**config.mk**
```make
export PLATFORM = sky130hd
export DESIGN_NAME = regb_fifo_ext_flat
export DESIGN_NICKNAME = d
export VERILOG_FILES = /design/src/rtl/regb_fifo_pkg.sv /design/src/rtl/regb_fifo_ext_if.sv /design/src/rtl/regb_fifo_ptr.sv /design/src/rtl/regb_fifo_ext.sv /design/src/flat_wrapper.sv
export SDC_FILE = /design/constraint.sdc
export NUM_CORES = 1
export LEC_CHECK = 0
export ABC_CLOCK_PERIOD_IN_PS = 2500
export CAP_MARGIN = 20
export CORE_MARGIN = 5
export CORE_UTILIZATION = 41
export CTS_BUF_LIST = sky130_fd_sc_hd__clkbuf_4
export DETAILED_ROUTE_END_ITERATION = 7
export GPL_ROUTABILITY_DRIVEN = 0
export SLEW_MARGIN = 20
export SYNTH_ARGS = -nofsm -noshare
export SYNTH_HDL_FRONTEND = slang
export SYNTH_SLANG_ARGS = --single-unit
```
**constraint.sdc**
```tcl
create_clock -name clk -period 2.5 [get_ports clk]
set_clock_uncertainty 0.2 [all_clocks]
set_input_delay 0.375 -clock clk [delete_from_list [all_inputs] [get_ports clk]]
set_output_delay 0.375 -clock clk [all_outputs]
set_load 0.03 [all_outputs]
```
**src/rtl/regb_fifo_pkg.sv**
```systemverilog
// Shared helpers for the register-based FIFO: count width and parameter checks.
package regb_fifo_pkg;

    // Width needed to hold a fill level of 0..depth inclusive.
    function automatic int cnt_w(input int depth);
        return $clog2(depth + 1);
    endfunction

    // Legal parameter set: at least two entries, thresholds inside the fill range.
    function automatic bit params_ok(input int depth, input int af_thresh, input int ae_thresh);
        return (depth >= 2) && (af_thresh >= 1) && (af_thresh <= depth) &&
               (ae_thresh >= 0) && (ae_thresh < depth);
    endfunction

endpackage

```
**src/rtl/regb_fifo_ext_if.sv**
```systemverilog
// Producer/consumer bundle for regb_fifo_ext.
// Handshake: a word moves in on a clock edge where shift_in is high and the
// FIFO is not full (or is full but shift_out is also high); a word moves out
// on an edge where shift_out is high and the FIFO is not empty. out is the
// head word whenever empty is low (first-word fall-through), zero otherwise.
interface regb_fifo_ext_if #(
    parameter int WIDTH = 4,
    parameter int DEPTH = 5
);
    import regb_fifo_pkg::*;

    logic                      shift_in;
    logic [WIDTH-1:0]          in;
    logic                      shift_out;
    logic [WIDTH-1:0]          out;
    logic                      flush;
    logic                      clr_err;
    logic                      full;
    logic                      empty;
    logic                      almost_full;
    logic                      almost_empty;
    logic [cnt_w(DEPTH)-1:0]   count;
    logic                      overflow;
    logic                      underflow;

    modport master (
        output shift_in, in, shift_out, flush, clr_err,
        input  out, full, empty, almost_full, almost_empty, count, overflow, underflow
    );

    modport slave (
        input  shift_in, in, shift_out, flush, clr_err,
        output out, full, empty, almost_full, almost_empty, count, overflow, underflow
    );

endinterface

```
**src/rtl/regb_fifo_ptr.sv**
```systemverilog
// Modulo-DEPTH pointer with increment enable and synchronous clear.
module regb_fifo_ptr #(
    parameter int DEPTH = 5,
    parameter int PW    = $clog2(DEPTH)
) (
    input  logic          clk,
    input  logic          res,
    input  logic          i_clr,
    input  logic          i_inc,
    output logic [PW-1:0] o_ptr
);
    localparam logic [PW-1:0] LAST = PW'(DEPTH - 1);

    logic [PW-1:0] r_ptr;

    // Advance by one on i_inc, wrapping explicitly at DEPTH-1 (DEPTH need not be 2^n).
    always_ff @(posedge clk) begin
        if (res || i_clr) begin
            r_ptr <= '0;
        end else if (i_inc) begin
            r_ptr <= (r_ptr == LAST) ? '0 : r_ptr + PW'(1);
        end
    end

    assign o_ptr = r_ptr;

endmodule

```
**src/rtl/regb_fifo_ext.sv**
```systemverilog
// Flop-based FIFO with fill level, programmable almost flags, flush,
// sticky overflow/underflow and read-during-full pass-through.
module regb_fifo_ext #(
    parameter int WIDTH     = 4,
    parameter int DEPTH     = 5,
    parameter int AF_THRESH = DEPTH - 1,
    parameter int AE_THRESH = 1
) (
    input  logic             clk,
    input  logic             res,
    regb_fifo_ext_if.slave   bus
);
    import regb_fifo_pkg::*;

    localparam int CW = cnt_w(DEPTH);
    localparam int PW = $clog2(DEPTH);

    if (!params_ok(DEPTH, AF_THRESH, AE_THRESH)) begin : g_bad_params
        $error("regb_fifo_ext: illegal DEPTH/AF_THRESH/AE_THRESH combination");
    end

    logic [WIDTH-1:0] r_mem [DEPTH];
    logic [CW-1:0]    r_count;
    logic             r_overflow;
    logic             r_underflow;
    logic [PW-1:0]    w_wr_ptr;
    logic [PW-1:0]    w_rd_ptr;
    logic             w_full;
    logic             w_empty;
    logic             w_wr_en;
    logic             w_rd_en;
    logic             w_ovf_ev;
    logic             w_unf_ev;

    assign w_full  = (r_count == CW'(DEPTH));
    assign w_empty = (r_count == '0);

    // Flush masks every shift request; a full FIFO still accepts a write
    // when the head is leaving in the same cycle.
    assign w_wr_en  = !bus.flush && bus.shift_in && (!w_full || bus.shift_out);
    assign w_rd_en  = !bus.flush && bus.shift_out && !w_empty;
    assign w_ovf_ev = !bus.flush && bus.shift_in && w_full && !bus.shift_out;
    assign w_unf_ev = !bus.flush && bus.shift_out && w_empty;

    regb_fifo_ptr #(.DEPTH(DEPTH), .PW(PW)) u_wr_ptr (
        .clk   (clk),
        .res   (res),
        .i_clr (bus.flush),
        .i_inc (w_wr_en),
        .o_ptr (w_wr_ptr)
    );

    regb_fifo_ptr #(.DEPTH(DEPTH), .PW(PW)) u_rd_ptr (
        .clk   (clk),
        .res   (res),
        .i_clr (bus.flush),
        .i_inc (w_rd_en),
        .o_ptr (w_rd_ptr)
    );

    // Storage write; contents are never cleared since out is masked when empty.
    always_ff @(posedge clk) begin
        if (!res && w_wr_en) begin
            r_mem[w_wr_ptr] <= bus.in;
        end
    end

    // Fill level: simultaneous accepted read and write leave it unchanged.
    always_ff @(posedge clk) begin
        if (res || bus.flush) begin
            r_count <= '0;
        end else if (w_wr_en && !w_rd_en) begin
            r_count <= r_count + CW'(1);
        end else if (w_rd_en && !w_wr_en) begin
            r_count <= r_count - CW'(1);
        end
    end

    // Sticky error flags; a new error event beats clr_err in the same cycle.
    always_ff @(posedge clk) begin
        if (res) begin
            r_overflow  <= 1'b0;
            r_underflow <= 1'b0;
        end else begin
            r_overflow  <= (r_overflow  && !bus.clr_err) || w_ovf_ev;
            r_underflow <= (r_underflow && !bus.clr_err) || w_unf_ev;
        end
    end

    assign bus.out          = w_empty ? '0 : r_mem[w_rd_ptr];
    assign bus.full         = w_full;
    assign bus.empty        = w_empty;
    assign bus.almost_full  = (r_count >= CW'(AF_THRESH));
    assign bus.almost_empty = (r_count <= CW'(AE_THRESH));
    assign bus.count        = r_count;
    assign bus.overflow     = r_overflow;
    assign bus.underflow    = r_underflow;

endmodule

```
**src/flat_wrapper.sv**
```systemverilog
// flat-port wrapper written by rule: the top's interface ports become plain ports
module regb_fifo_ext_flat import regb_fifo_pkg::*;
#(
    parameter int WIDTH     = 4,
    parameter int DEPTH     = 5,
    parameter int AF_THRESH = DEPTH - 1,
    parameter int AE_THRESH = 1
)
  (clk, res, bus_shift_in, bus_in, bus_shift_out, bus_flush, bus_clr_err, bus_out, bus_full, bus_empty, bus_almost_full, bus_almost_empty, bus_count, bus_overflow, bus_underflow);
  regb_fifo_ext_if #(.WIDTH(WIDTH), .DEPTH(DEPTH)) bus_i ();
  input  logic clk;
  input  logic res;
  input wire logic [$bits(bus_i.shift_in)-1:0] bus_shift_in;
  input wire logic [$bits(bus_i.in)-1:0] bus_in;
  input wire logic [$bits(bus_i.shift_out)-1:0] bus_shift_out;
  input wire logic [$bits(bus_i.flush)-1:0] bus_flush;
  input wire logic [$bits(bus_i.clr_err)-1:0] bus_clr_err;
  output wire logic [$bits(bus_i.out)-1:0] bus_out;
  output wire logic [$bits(bus_i.full)-1:0] bus_full;
  output wire logic [$bits(bus_i.empty)-1:0] bus_empty;
  output wire logic [$bits(bus_i.almost_full)-1:0] bus_almost_full;
  output wire logic [$bits(bus_i.almost_empty)-1:0] bus_almost_empty;
  output wire logic [$bits(bus_i.count)-1:0] bus_count;
  output wire logic [$bits(bus_i.overflow)-1:0] bus_overflow;
  output wire logic [$bits(bus_i.underflow)-1:0] bus_underflow;
  assign bus_i.shift_in = bus_shift_in;
  assign bus_i.in = bus_in;
  assign bus_i.shift_out = bus_shift_out;
  assign bus_i.flush = bus_flush;
  assign bus_i.clr_err = bus_clr_err;
  assign bus_out = bus_i.out;
  assign bus_full = bus_i.full;
  assign bus_empty = bus_i.empty;
  assign bus_almost_full = bus_i.almost_full;
  assign bus_almost_empty = bus_i.almost_empty;
  assign bus_count = bus_i.count;
  assign bus_overflow = bus_i.overflow;
  assign bus_underflow = bus_i.underflow;
  regb_fifo_ext #(.WIDTH(WIDTH), .DEPTH(DEPTH), .AF_THRESH(AF_THRESH), .AE_THRESH(AE_THRESH)) u_core (.clk(clk), .res(res), .bus(bus_i));
endmodule
```
==> results.toml <==
[routing]
postRouteWirelength_um = 2830
drc = 0
firstDrtPassIters = 4
drt_iter0_drc = 59
routedWlPerCell_um = 14.0
vias_per_cell = 5.01
ant_nets = 0
vias = 1012

[grt]
grtUsageMet1 = 0.163
grt_pass1_vias = 1014
met2_usage = 0.193
grt-busiest-layer = "met2"
global_route.usage.met3 = 0.0351
grt_max_degree = 11
grt_first_pass_wirelength_um = 4840
antenna_found_initial = 0
track_usage = 0.126
overflow = 0

[synthesis]
synth_area_leader_cell = "edfxtp_1"
synth_seq_area_share = 0.573
ys.flop_type = "edfxtp_1"
ys_ff_latch = 34
synth_top_area_share = 0.391
synth_edf_count = 20
synth.net_count = 140
synth.area.top_cells = "edfxtp_1, dfxtp_1, ha_1"
yosysWarnings = 0
synthCells = 121
async_flop_share = 0
avgSynthCellArea_um2 = 12.7
synth_area_um2 = 1540
yosysUniqueCellTypes = 34

[cells_and_area]
area_growth_pct = 23.8
antenna_cells = 0
stdcell_count = 202
finish.instance_area_um2 = 1900
layout-drive-gt1-share = 0.110
seqCellArea_um2 = 882
nets = 172
final_util = 0.520
fillers = 328
multi_input_area_um2 = 617

[hold_path]
hold_class = "reg -> reg"
min_from = "u_core.u_rd_ptr.o_ptr[1]"
hold_depth = 2

[setup_path]
r2r_slack_ns = 0.28
worstReg2RegEnd = "u_core.bus.count[2]"
critPathKind = "reg -> out"
r2r_start = "u_core.bus.count[1]"
cp_max_fo = 4
crit_arrival_ns = 1.81
worstPathRequired_ns = 1.92
end_kind = "output pin"
rr_worst_depth = 7
worstSetupStartpointType = "register"

[sta]
tightestPinTransition_ns = 0.322
setup_viol = 0
report.final.hold_viol_count = 0
finalSetupTns_ns = 0
finalCritPeriodShare = 0.954
period_needed_ns = 2.39
setup_ws_ns = 0.114
clock.fmax_mhz = 419
maxSlewHeadroom = 0.785
whs_ns = 0.325
rsz0062_at_grt = "no"
slew_viol_final = 0

[clock_network]
path_clk_slew_ns = 0.10
cts_hold_buf = 0
clock_latency_ns = 0.34
postCtsSetupRepairBufs = 0
cts_max_path_buffers = 2
htreeDepth = 2
cts-buffers-inserted = 5
root_buffer = "clkbuf_4"
cts_tree = "built"
clock-sinks = 34

[die]
io_pins = 23
start_util = 0.420
die_x_um = 71.2
rows = 22
die_h_um = 71.2
dieArea_um2 = 5080
core_area_um2 = 3660

[placement]
dp_hpwl_um = 2210
numPortBuffers = 22
place_area_um2 = 1850
dpl.cell_count = 194
dp_slack_ns = 0.0937

[pwr]
power-per-cell-area_nw_per_um2 = 538
p_sw_frac = 0.247
p_comb_frac = 0.128
p_leak_nw = 0.710
switchingPower_uw = 253
clock_power_share = 0.282
ir_drop_v = 0.000262
seqPwrFrac = 0.589
total_power_mw = 1.02
intPower_uw = 772

[status]
status = "finished, final reports clean"

[run]
drv_cap = 0
-- power by group through the flow --
stage	clock (mW)	combinational (mW)	sequential (mW)
floorplan	0	0.0679	0.623
global placement	0	0.137	0.616
detailed placement	0	0.138	0.616
CTS	0.297	0.134	0.603
global route	0.323	0.145	0.605
finish	0.289	0.132	0.603
-- per-layer routing --
metal	vias to the layer above	part of all wire
met5	-	0
met4	0	0.020
met3	6	0.033
met2	15	0.47
li1	514	-
met1	477	0.48
-- layout make-up --
class	count	share of cell area
Multi-Input combinational cell	77	0.324
Timing Repair Buffer	28	0.139
Clock inverter	2	0.00460
Inverter	7	0.0138
Sequential cell	34	0.464
Tap cell	48	0.0316
Clock buffer	6	0.0237
-- critical path, stage by stage (launching register included) --
cell and delay (ns):
dfxtp_2 0.39, mux4_1 0.56, mux2i_1 0.14, nor2_1 0.05, dlygate4sd2_1 0.35
-- registers in the layout, indices dropped and copies added, names as in the netlist, named ones only --
name and cells:
u_core.bus.underflow 1, u_core.u_rd_ptr.o_ptr 3, u_core.bus.overflow 1, u_core.bus.count 3, u_core.u_wr_ptr.o_ptr 3, u_core.r_mem 20
-- worst max-delay path by stage --
stage / from / end / slack [ns] / depth (start not counted)
2_1_floorplan: u_core.bus.count[1] / u_core.r_mem[2][0] / 0.1 / 5
3_3_place_gp: bus_shift_out / u_core.bus.count[2] / 0.13 / 6
3_5_place_dp: bus_shift_out / u_core.bus.count[2] / 0.09 / 6
4_1_cts: register / bus_out[1] / 0.01 / 4
5_1_grt: register / bus_out[3] / 0.02 / 4
6_report: register / bus_out[1] / 0.11 / 4
-- synthesized netlist by cell type, types with 2 or more instances --
master,instances
edfxtp_1,20
dfxtp_1,14
nor2_1,12
ha_1,9
a21oi_1,8
inv_1,6
mux2i_1,6
o21ai_0,5
mux4_1,4
nor2b_1,4
nand2b_1,3
nand4_1,3
and3_1,2
buf_2,2
nand2_1,2
nor3_1,2
nor4b_1,2
-- placed cells by master (no fill, tap or decap), types with 2 or more instances in the layout --
cell             Yosys  layout
nand2b_1             3       3
mux2i_1              6       6
and3_1               2       2
nor3_1               2       2
ha_1                 9       9
nand4_1              3       3
nor2_1              12      12
nand2_1              2       2
inv_1                6       6
dlygate4sd2_1        0       5
clkbuf_4             0       6
nor4b_1              2       2
o21ai_0              5       5
a21oi_1              8       8
buf_4                0       6
mux4_1               4       4
clkdlybuf4s50_1      0      15
edfxtp_1            20      20
dfxtp_1             14      13
nor2b_1              4       4
dlymetal6s2s_1       0       2
-- repair_timing --
item                                    CTS  global route
endpoints found under the setup margin    5             6
gates cloned                              0             0
resized for setup                         5             3
pin swaps                                 0             0
-- kinds of logic (layout without fill, tap and decap cells) --
| kind of cell | Yosys count | in the layout | share of synthesized area |
|---|---|---|---|
| AND/OR/NAND/NOR | 39 | 39 | 0.146 |
| flip-flops | 34 | 34 | 0.573 |
| AO/OA/AOI/OAI | 17 | 17 | 0.0627 |
| multiplexers | 10 | 10 | 0.107 |
| buffers and inverters | 10 | 43 | 0.0260 |
| adder cells (fa/ha/maj) | 9 | 9 | 0.0732 |
| XOR/XNOR | 2 | 2 | 0.0114 |
(Power assumes the default switching activity.)
